## src/rtl/alu_issue_ctrl_if.sv

```systemverilog
// rtl/alu_issue_ctrl_if.sv - ALU op encoding package and ALU request/response interface
package alu_issue_pkg;
    typedef enum logic [3:0] {
        ALU_ADD  = 4'd0,
        ALU_SUB  = 4'd1,
        ALU_AND  = 4'd2,
        ALU_OR   = 4'd3,
        ALU_XOR  = 4'd4,
        ALU_SLL  = 4'd5,
        ALU_SRL  = 4'd6,
        ALU_SRA  = 4'd7,
        ALU_SLT  = 4'd8,
        ALU_SLTU = 4'd9
    } alu_op_t;
endpackage

interface alu_if #(
    parameter int DATA_WIDTH = 32
) ();
    logic [DATA_WIDTH-1:0]  operand1;
    logic [DATA_WIDTH-1:0]  operand2;
    alu_issue_pkg::alu_op_t alu_op;
    logic                   req_valid;
    logic [DATA_WIDTH-1:0]  result;
    logic                   resp_valid;

    modport requester (
        output operand1, operand2, alu_op, req_valid,
        input  result, resp_valid
    );

    modport responder (
        input  operand1, operand2, alu_op, req_valid,
        output result, resp_valid
    );

    modport master (
        output operand1, operand2, alu_op, req_valid,
        input  result, resp_valid
    );

    modport slave (
        input  operand1, operand2, alu_op, req_valid,
        output result, resp_valid
    );
endinterface

```

## src/rtl/alu_issue_ctrl.sv

```systemverilog
// rtl/alu_issue_ctrl.sv - execute-stage issue controller for a multi-cycle ALU (optional watchdog: ALU_ISSUE_TIMEOUT_EN)
module alu_issue_ctrl
    import alu_issue_pkg::*;
#(
    parameter int DATA_WIDTH     = 32,
    parameter int REG_ADDR_WIDTH = 5,
    parameter int TIMEOUT_CYCLES = 64
) (
    input  logic                      clk,
    input  logic                      rst_n,
    input  logic                      flush,
    input  logic                      in_valid,
    output logic                      in_ready,
    input  alu_op_t                   in_alu_op,
    input  logic [DATA_WIDTH-1:0]     in_rs1,
    input  logic [DATA_WIDTH-1:0]     in_rs2,
    input  logic [DATA_WIDTH-1:0]     in_pc,
    input  logic [DATA_WIDTH-1:0]     in_imm,
    input  logic                      in_op1_pc,
    input  logic                      in_op2_imm,
    input  logic [REG_ADDR_WIDTH-1:0] in_rd,
    input  logic                      in_rd_we,
    alu_if.requester                  alu,
    output logic                      wb_valid,
    input  logic                      wb_ready,
    output logic [DATA_WIDTH-1:0]     wb_data,
    output logic [REG_ADDR_WIDTH-1:0] wb_rd,
    output logic                      wb_rd_we,
    output logic                      err_timeout
);

    typedef enum logic [1:0] {S_IDLE, S_WAIT, S_HOLD, S_DRAIN} state_t;

    state_t                    state_q,     state_d;
    logic                      req_valid_q, req_valid_d;
    logic [DATA_WIDTH-1:0]     op1_q,       op1_d;
    logic [DATA_WIDTH-1:0]     op2_q,       op2_d;
    alu_op_t                   alu_op_q,    alu_op_d;
    logic [REG_ADDR_WIDTH-1:0] rd_q,        rd_d;
    logic                      rd_we_q,     rd_we_d;
    logic                      wb_valid_q,  wb_valid_d;
    logic [DATA_WIDTH-1:0]     wb_data_q,   wb_data_d;
    logic [REG_ADDR_WIDTH-1:0] wb_rd_q,     wb_rd_d;
    logic                      wb_rd_we_q,  wb_rd_we_d;
    logic                      accept;

`ifdef ALU_ISSUE_TIMEOUT_EN
    localparam int CNT_W = $clog2(TIMEOUT_CYCLES + 1);
    logic [CNT_W-1:0] cnt_q, cnt_d;
    logic             err_q, err_d;
    logic             timeout;

    assign timeout     = (cnt_q == CNT_W'(TIMEOUT_CYCLES - 1));
    assign err_timeout = err_q;
`else
    // Watchdog disabled: WAIT/DRAIN wait for the ALU indefinitely.
    wire unused_timeout_cfg = (TIMEOUT_CYCLES > 0);
    assign err_timeout = 1'b0;
`endif

    // HOLD can hand its slot to the next op on the same edge the result is consumed
    always_comb begin
        in_ready = (state_q == S_IDLE) || ((state_q == S_HOLD) && wb_ready);
        accept   = in_valid && in_ready && !flush;
    end

    // Next-state, operand latch and writeback buffer updates
    always_comb begin
        state_d     = state_q;
        req_valid_d = req_valid_q;
        op1_d       = op1_q;
        op2_d       = op2_q;
        alu_op_d    = alu_op_q;
        rd_d        = rd_q;
        rd_we_d     = rd_we_q;
        wb_valid_d  = wb_valid_q;
        wb_data_d   = wb_data_q;
        wb_rd_d     = wb_rd_q;
        wb_rd_we_d  = wb_rd_we_q;
`ifdef ALU_ISSUE_TIMEOUT_EN
        cnt_d       = cnt_q;
        err_d       = 1'b0;
`endif
        case (state_q)
            S_IDLE: begin
            end
            S_WAIT: begin
                if (alu.resp_valid) begin
                    req_valid_d = 1'b0;
                    if (flush) begin
                        state_d = S_IDLE;
                    end else begin
                        wb_valid_d = 1'b1;
                        wb_data_d  = alu.result;
                        wb_rd_d    = rd_q;
                        wb_rd_we_d = rd_we_q;
                        state_d    = S_HOLD;
                    end
                end else if (flush) begin
                    // The ALU cannot abort, so keep the request up until it answers
                    state_d = S_DRAIN;
`ifdef ALU_ISSUE_TIMEOUT_EN
                    cnt_d   = '0;
                end else if (timeout) begin
                    req_valid_d = 1'b0;
                    err_d       = 1'b1;
                    state_d     = S_IDLE;
                end else begin
                    cnt_d = cnt_q + 1'b1;
`endif
                end
            end
            S_HOLD: begin
                if (flush || wb_ready) begin
                    wb_valid_d = 1'b0;
                    state_d    = S_IDLE;
                end
            end
            S_DRAIN: begin
                if (alu.resp_valid) begin
                    req_valid_d = 1'b0;
                    state_d     = S_IDLE;
`ifdef ALU_ISSUE_TIMEOUT_EN
                end else if (timeout) begin
                    req_valid_d = 1'b0;
                    err_d       = 1'b1;
                    state_d     = S_IDLE;
                end else begin
                    cnt_d = cnt_q + 1'b1;
`endif
                end
            end
            default: state_d = S_IDLE;
        endcase

        if (accept) begin
            op1_d       = in_op1_pc  ? in_pc  : in_rs1;
            op2_d       = in_op2_imm ? in_imm : in_rs2;
            alu_op_d    = in_alu_op;
            rd_d        = in_rd;
            rd_we_d     = in_rd_we && (in_rd != '0);
            req_valid_d = 1'b1;
            state_d     = S_WAIT;
`ifdef ALU_ISSUE_TIMEOUT_EN
            cnt_d       = '0;
`endif
        end
    end

    // State and output registers, cleared asynchronously by rst_n
    always_ff @(posedge clk or negedge rst_n) begin
        if (!rst_n) begin
            state_q     <= S_IDLE;
            req_valid_q <= 1'b0;
            op1_q       <= '0;
            op2_q       <= '0;
            alu_op_q    <= ALU_ADD;
            rd_q        <= '0;
            rd_we_q     <= 1'b0;
            wb_valid_q  <= 1'b0;
            wb_data_q   <= '0;
            wb_rd_q     <= '0;
            wb_rd_we_q  <= 1'b0;
`ifdef ALU_ISSUE_TIMEOUT_EN
            cnt_q       <= '0;
            err_q       <= 1'b0;
`endif
        end else begin
            state_q     <= state_d;
            req_valid_q <= req_valid_d;
            op1_q       <= op1_d;
            op2_q       <= op2_d;
            alu_op_q    <= alu_op_d;
            rd_q        <= rd_d;
            rd_we_q     <= rd_we_d;
            wb_valid_q  <= wb_valid_d;
            wb_data_q   <= wb_data_d;
            wb_rd_q     <= wb_rd_d;
            wb_rd_we_q  <= wb_rd_we_d;
`ifdef ALU_ISSUE_TIMEOUT_EN
            cnt_q       <= cnt_d;
            err_q       <= err_d;
`endif
        end
    end

    assign alu.operand1  = op1_q;
    assign alu.operand2  = op2_q;
    assign alu.alu_op    = alu_op_q;
    assign alu.req_valid = req_valid_q;
    assign wb_valid      = wb_valid_q;
    assign wb_data       = wb_data_q;
    assign wb_rd         = wb_rd_q;
    assign wb_rd_we      = wb_rd_we_q;

endmodule

```

## src/flat_wrapper.sv

```systemverilog
// flat-port wrapper written by rule: the top's interface ports become plain ports
module alu_issue_ctrl_flat import alu_issue_pkg::*;
#(
    parameter int DATA_WIDTH     = 32,
    parameter int REG_ADDR_WIDTH = 5,
    parameter int TIMEOUT_CYCLES = 64
)
  (clk, rst_n, flush, in_valid, in_ready, in_alu_op, in_rs1, in_rs2, in_pc, in_imm, in_op1_pc, in_op2_imm, in_rd, in_rd_we, wb_valid, wb_ready, wb_data, wb_rd, wb_rd_we, err_timeout, alu_operand1, alu_operand2, alu_alu_op, alu_req_valid, alu_result, alu_resp_valid);
  alu_if #(.DATA_WIDTH(DATA_WIDTH)) alu_i ();
  input  logic clk;
  input  logic rst_n;
  input  logic flush;
  input  logic in_valid;
  output logic in_ready;
  input  alu_op_t in_alu_op;
  input  logic [DATA_WIDTH-1:0] in_rs1;
  input  logic [DATA_WIDTH-1:0] in_rs2;
  input  logic [DATA_WIDTH-1:0] in_pc;
  input  logic [DATA_WIDTH-1:0] in_imm;
  input  logic in_op1_pc;
  input  logic in_op2_imm;
  input  logic [REG_ADDR_WIDTH-1:0] in_rd;
  input  logic in_rd_we;
  output logic wb_valid;
  input  logic wb_ready;
  output logic [DATA_WIDTH-1:0] wb_data;
  output logic [REG_ADDR_WIDTH-1:0] wb_rd;
  output logic wb_rd_we;
  output logic err_timeout;
  output wire logic [$bits(alu_i.operand1)-1:0] alu_operand1;
  output wire logic [$bits(alu_i.operand2)-1:0] alu_operand2;
  output wire logic [$bits(alu_i.alu_op)-1:0] alu_alu_op;
  output wire logic [$bits(alu_i.req_valid)-1:0] alu_req_valid;
  input wire logic [$bits(alu_i.result)-1:0] alu_result;
  input wire logic [$bits(alu_i.resp_valid)-1:0] alu_resp_valid;
  assign alu_operand1 = alu_i.operand1;
  assign alu_operand2 = alu_i.operand2;
  assign alu_alu_op = alu_i.alu_op;
  assign alu_req_valid = alu_i.req_valid;
  assign alu_i.result = alu_result;
  assign alu_i.resp_valid = alu_resp_valid;
  alu_issue_ctrl #(.DATA_WIDTH(DATA_WIDTH), .REG_ADDR_WIDTH(REG_ADDR_WIDTH), .TIMEOUT_CYCLES(TIMEOUT_CYCLES)) u_core (.clk(clk), .rst_n(rst_n), .flush(flush), .in_valid(in_valid), .in_ready(in_ready), .in_alu_op(in_alu_op), .in_rs1(in_rs1), .in_rs2(in_rs2), .in_pc(in_pc), .in_imm(in_imm), .in_op1_pc(in_op1_pc), .in_op2_imm(in_op2_imm), .in_rd(in_rd), .in_rd_we(in_rd_we), .alu(alu_i), .wb_valid(wb_valid), .wb_ready(wb_ready), .wb_data(wb_data), .wb_rd(wb_rd), .wb_rd_we(wb_rd_we), .err_timeout(err_timeout));
endmodule
```

## config.mk

```make
export PLATFORM = sky130hd
export DESIGN_NAME = alu_issue_ctrl_flat
export DESIGN_NICKNAME = d
export VERILOG_FILES = /design/src/rtl/alu_issue_ctrl_if.sv /design/src/rtl/alu_issue_ctrl.sv /design/src/flat_wrapper.sv
export SDC_FILE = /design/constraint.sdc
export NUM_CORES = 1
export LEC_CHECK = 0
export BUFFER_PORTS_ARGS = -buffer_cell sky130_fd_sc_hd__buf_2
export CAP_MARGIN = 20
export CORE_MARGIN = 2
export CORE_UTILIZATION = 41
export CTS_CLUSTER_SIZE = 10
export DETAILED_ROUTE_END_ITERATION = 8
export PLACE_DENSITY = 0.77
export SLEW_MARGIN = 40
export SYNTH_ARGS = -nofsm -noshare
export SYNTH_HDL_FRONTEND = slang
export SYNTH_SLANG_ARGS = --single-unit
```

## constraint.sdc

```tcl
create_clock -name clk -period 1.5 [get_ports clk]
set_input_delay 0.225 -clock clk [delete_from_list [all_inputs] [get_ports clk]]
set_output_delay 0.225 -clock clk [all_outputs]
set_load 0.05 [all_outputs]
```

==> flow_summary.toml, run 1 <==
[drt]
wirelength_um = 13800
first_iter_violations = 149
wire_per_inst_um = 16.5
ant_nets = 0
drc = 0
vias = 3967
via_per_inst = 4.73
firstDrtPassIters = 5

[timing]
holdWs_ps = 35.0
fin_crit_ps = 1510
drv_slew = 0
fmax_ghz = 0.664
fin_crit_sh = 1.00
rsz0062_at_grt = "yes"
finalClockSkew_ps = 4.06
setup_viol = 1
layout_setup_ws_ps = -6.73
hold_viol_final = 0

[logic_synthesis]
seq_area_frac_synth = 0.548
synth_nets = 516
ys_types = 23
synth-seq-cells = 116
synthCells = 338
synth_area_mm2 = 0.00530
ys_warn_count = 0
syn_area_per_cell_um2 = 15.7

[cells_and_area]
final_cell_count_no_fill = 838
n_fill_cell = 976
drive_gt1_frac = 0.769
final_cell_mix = "buf_2 (284), mux2_2 (119), dfrtp_1 (115)"
n_antenna_cell = 0
multi_input_area_mm2 = 0.00228
areaGrowthSynthToFinish_pct = 50.4
regArea_mm2 = 0.00290
final_common_cell = "buf_2"
final_net_count = 831

[min_path]
min_from = "alu_result[8]"
hp-class = "in -> reg"

[setup_path]
critPathMaxFanout = 3
crit_path_end_kind = "output pin"
critPathTopFamily = "flip-flops"
crit_path_cell_trace = "buf_6 -> inv_4 -> and2_4 -> buf_8"
crit_buf_inv = 3
crit_type = "reg -> out"
crit_required_ps = 1270
cp.arrival_ps = 1280
critPathLaunchType = "register"
crit_start = "u_core.state_q[0]$_DFFE_PN0P_"
critical-path-max-stage-delay_ps = 410
slowest_stage = "dfrtp_1"
rr_startpoint = "u_core.state_q[1]$_DFFE_PN0P_"

[clock_tree]
cts_tree = "yes"
cts_root_buffer = "clkbuf_16"
insertion_delay_ps = 400
cts_buffer_depth = 2
clk_pin_slew_ps = 50
clock_sinks = 116
numCtsBuffers = 17
h-tree-depth = 4

[floorplanning]
fp.coreArea_mm2 = 0.0126
start_util = 0.420
dieArea_mm2 = 0.0138
ioPinCount = 288
placementRows = 41
die_h_um = 118
die_w_um = 118

[place]
gp_congestion = 0.800
dp.cells = 783
hpwlAfterDp_um = 9500
portBuffers = 286

[run]
drv_cap = 0

[global_route]
grt_overflow_total = 0
grt_max_degree = 54
grt_pass1_wl_um = 20600
grt_pass1_vias = 4244
grt_usage = 0.186
antenna_found_initial = 1

[power]
power-per-cell-area_mw_per_mm2 = 1920
p_leak_nw = 4.05
ir_worst_vdd_v = 0.00153
p_total_mw = 15.3

[run_status]
violations = "negative setup slack"
status = "complete, but fails checks"
synth_stat cells:
library cell | count | area share
mux2_2 | 123 | 0.26
dfrtp_1 | 116 | 0.55
mux2_4 | 37 | 0.10
mux2_1 | 15 | 0.032
buf_2 | 10 | 0.0095
buf_6 | 6 | 0.013
nand2_1 | 5 | 0.0035
inv_1 | 4 | 0.0028
o21ai_0 | 4 | 0.0038
buf_4 | 3 | 0.0043
a21oi_1 | 2 | 0.0019
clkbuf_1 | 2 | 0.0014
and2_1 | 1 | 0.0012
conb_1 | 1 | 0.00071
mux2i_1 | 1 | 0.0019
nand2b_1 | 1 | 0.0012
nand3_1 | 1 | 0.00094
nor2_1 | 1 | 0.00071
nor3_1 | 1 | 0.00094
nor3_2 | 1 | 0.0019
nor3b_1 | 1 | 0.0014
o22ai_1 | 1 | 0.0012
or4_1 | 1 | 0.0014
per-stage QoR:
step / setup WS (ps) / instance area [um^2] / util / setup TNS (ps)
floorplan: 132 / 5300 / - / 0
global placement: 81.3 / 6960 / 0.552 / 0
detailed placement: 19.8 / 6960 / 0.552 / 0
CTS: -47.6 / 7570 / 0.600 / -1390
global route: -73.3 / 7960 / 0.631 / -1280
finish: -6.73 / 7960 / 0.631 / -6.73
layout make-up:
cell class	count	share of cell area
flip-flops and latches	116	0.365
multi-input cells	197	0.286
repair buffers	317	0.248
clock buffers	23	0.0588
well taps	172	0.0270
clock inverters	9	0.0130
inverters	4	0.00220
sequential cells by signal, summed over array words and instances, names as in the netlist:
name and flops:
u_core.rd_q 5, u_core.alu.req_valid 1, u_core.alu.operand1 32, u_core.wb_rd_we 1
u_core.wb_data 32, u_core.wb_rd 5, u_core.state_q 2, u_core.alu.operand2 32
u_core.wb_valid 1, u_core.alu.alu_op 4, u_core.rd_we_q 1
metal layers:
metal	part of all wire	track usage	vias to the layer above
met4	0.012	0.0745	2
met1	0.38	0.201	1938
met3	0.070	0.0722	18
li1	-	-	1839
met5	0.0012	0	-
met2	0.53	0.327	170
cells by family after synthesis:
logic type	Yosys count	share of synthesized area
mux	176	0.400
flops	116	0.548
buf+inv	25	0.0307
simple gates	13	0.0132
compound gates	7	0.00685
other cells	1	0.000708
power breakdown:
group / internal (mW) / switching (mW)
sequential: 4.16 / 0.545
clock: 2.52 / 1.36
combinational: 2.09 / 4.62
final timing paths:
path | end | slack [ps] | cells after the start
max | in_ready | -7 | 4
min | u_core.wb_data[8]$_DFFE_PN0P_ | 30 | 2
max reg2reg | u_core.wb_data[20]$_DFFE_PN0P_ | 10 | 5
min reg2reg | u_core.wb_data[8]$_DFFE_PN0P_ | 480 | 1
max in group asynchronous | u_core.wb_data[23]$_DFFE_PN0P_ | 710 | 3
min in group asynchronous | u_core.alu.operand1[29]$_DFFE_PN0P_ | 230 | 2
repair_timing:
item	CTS	global route
gates resized for setup	6	17
endpoints found under the hold margin	79	0
setup endpoints to repair	1	74
pin swaps	0	3
gates cloned	0	11
hold buffers	1	0
buffers inserted	1	10
Note: power is estimated with default switching activity, not from simulation.
==> run 2: changes to the inputs <==
--- a/config.mk
+++ b/config.mk
@@ -11,6 +11,7 @@
 export CORE_UTILIZATION = 41
 export CTS_CLUSTER_SIZE = 10
 export DETAILED_ROUTE_END_ITERATION = 8
+export HOLD_SLACK_MARGIN = 0.08
 export PLACE_DENSITY = 0.77
 export SLEW_MARGIN = 40
 export SYNTH_ARGS = -nofsm -noshare
==> run 2 against run 1 <==
The run still ends with negative setup slack left. Total power increased by 3.4%. Clock power about the same. Maximum frequency decreased by 1.1%. Critical path depth increased by 2. Non-clock buffer count increased by 46. Flip-flop and latch count unchanged. Die area unchanged. Sequential power increased by 1%. Highest routed layer unchanged.
==> flow_summary.toml, run 2 (synthesis gave the netlist of run 1 again) <==
[timing]
hold_viol_final = 0
holdWs_ps = 130
fmax_ghz = 0.656
rsz0062_at_grt = "yes"
setup_viol = 23
drv_slew = 0
fin_crit_ps = 1520
layout_setup_ws_ps = -23.7
fin_crit_sh = 1.02
finalClockSkew_ps = 5.34

[floorplanning]
die_w_um = 118
dieArea_mm2 = 0.0138
ioPinCount = 288
placementRows = 41
start_util = 0.420
fp.coreArea_mm2 = 0.0126
die_h_um = 118

[global_route]
grt_pass1_wl_um = 21900
antenna_found_initial = 1
grt_overflow_total = 0
grt_pass1_vias = 4503
grt_max_degree = 54
grt_usage = 0.198

[setup_path]
critPathLaunchType = "input port"
cp.arrival_ps = 1810
reg2reg_to = "u_core.wb_data[23]$_DFFE_PN0P_"
crit_type = "in -> reg"
critPathMaxFanout = 5
crit_path_cell_trace = "dlygate4sd3_1 -> nand2_2 -> nor3_4 -> buf_6 -> clkbuf_16 -> mux2_4"
regToRegSetupSlack_ps = -10
rr_startpoint = "u_core.state_q[1]$_DFFE_PN0P_"
reg2regPathDepth = 5
slowest_stage = "dlygate4sd3_1"
crit_required_ps = 1790
crit_path_end_kind = "register"
critical-path-max-stage-delay_ps = 600

[run]
drv_cap = 0

[min_path]
min_from = "in_rd_we"
hold_path_end = "u_core.rd_we_q$_DFFE_PN0P_"
holdPathStages = 3
hp-class = "in -> reg"

[power]
power-per-cell-area_mw_per_mm2 = 1840
p_leak_nw = 4.38
p_total_mw = 15.8
ir_worst_vdd_v = 0.00141

[place]
gp_congestion = 0.800
pre_cts_ws_ps = 19.8
hpwlAfterDp_um = 9500
portBuffers = 286

[cells_and_area]
utilization = 0.683
drive_gt1_frac = 0.732
regArea_mm2 = 0.00290
n_antenna_cell = 0
areaGrowthSynthToFinish_pct = 62.7
final_net_count = 877
n_fill_cell = 870
final_cell_mix = "buf_2 (283), dfrtp_1 (115), mux2_2 (87)"
final_common_cell = "buf_2"
multi_input_area_mm2 = 0.00242

[clock_tree]
numCtsBuffers = 17
clock_sinks = 116
insertion_delay_ps = 400
h-tree-depth = 4
cts_root_buffer = "clkbuf_16"
clk_pin_slew_ps = 50
cts_tree = "yes"
cts_buffer_depth = 2

[drt]
drc = 0
ant_nets = 0
first_iter_violations = 180
via_per_inst = 4.79
firstDrtPassIters = 4
wire_per_inst_um = 17.8
wirelength_um = 15700
vias = 4233

[run_status]
violations = "negative setup slack"
status = "complete, but fails checks"
## run 2: cell count changes in the layout (fill, tap and decap cells not counted)
cell / previous run / this run
buf_4: 6 / 5
mux2_1: 15 / 10
buf_8: 2 / 3
buf_2: 284 / 283
mux2_2: 119 / 87
buf_6: 7 / 9
buf_12: 8 / 9
clkbuf_16: 24 / 26
mux2_4: 41 / 78
dlygate4sd3_1: 1 / 43
## run 2: area by class of cell
class,count,share of cell area
flip-flops and latches,116,0.337
inverters,4,0.00203
clock inverters,9,0.0121
well taps,172,0.0250
clock buffers,23,0.0543
multi-input cells,197,0.281
repair buffers,363,0.289
## run 2: critical path: cells and delay by family
kind	cells	cell delay [ps]
buffers and inverters	3	940
and+or+nand+nor	2	340
muxes	1	300
## run 2: repair_timing
item	CTS	global route
endpoints found under the hold margin	158	0
hold buffers	43	0
setup endpoints to repair	1	111
resized for setup	6	59
buffers inserted	1	11
pin swaps	0	4
gates cloned	0	15
## run 2: worst max-delay path by stage
stage                                       start                             endpoint  slack, ps  cells after the start
floorplan           u_core.state_q[0]$_DFFE_PN0P_       u_core.wb_data[12]$_DFFE_PN0P_        130                      5
global placement    u_core.state_q[1]$_DFFE_PN0P_  u_core.alu.operand1[31]$_DFFE_PN0P_         80                      4
detailed placement  u_core.state_q[1]$_DFFE_PN0P_   u_core.alu.operand1[9]$_DFFE_PN0P_         20                      4
CTS                 u_core.state_q[1]$_DFFE_PN0P_  u_core.alu.operand1[31]$_DFFE_PN0P_        -50                      5
global route        u_core.state_q[0]$_DFFE_PN0P_                             in_ready        -70                      4
finish                             alu_resp_valid       u_core.wb_data[23]$_DFFE_PN0P_        -20                      6
## run 2: per-stage QoR
step                cells  TNS [ps]  cell area, um^2
detailed placement    783         0             6960
finish                884      -259             8620
floorplan             338         0             5300
global placement      783         0             6960
global route          884     -2680             8620
CTS                   859     -1390             7990
## run 2: where the power goes
part	leakage (nW)	internal, mW	switching [mW]
Combinational	2.73	2.42	4.74
Clock	0.277	2.52	1.38
Sequential	1.37	4.16	0.601
Total	4.38	9.10	6.72
## run 2: metal layers
metal  GRT usage  share of wire  vias up
li1            -              -     1928
met1       0.210           0.37     2084
met2       0.353           0.54      193
met3      0.0732          0.067       26
met4      0.0813          0.015        2
met5           0         0.0010        -
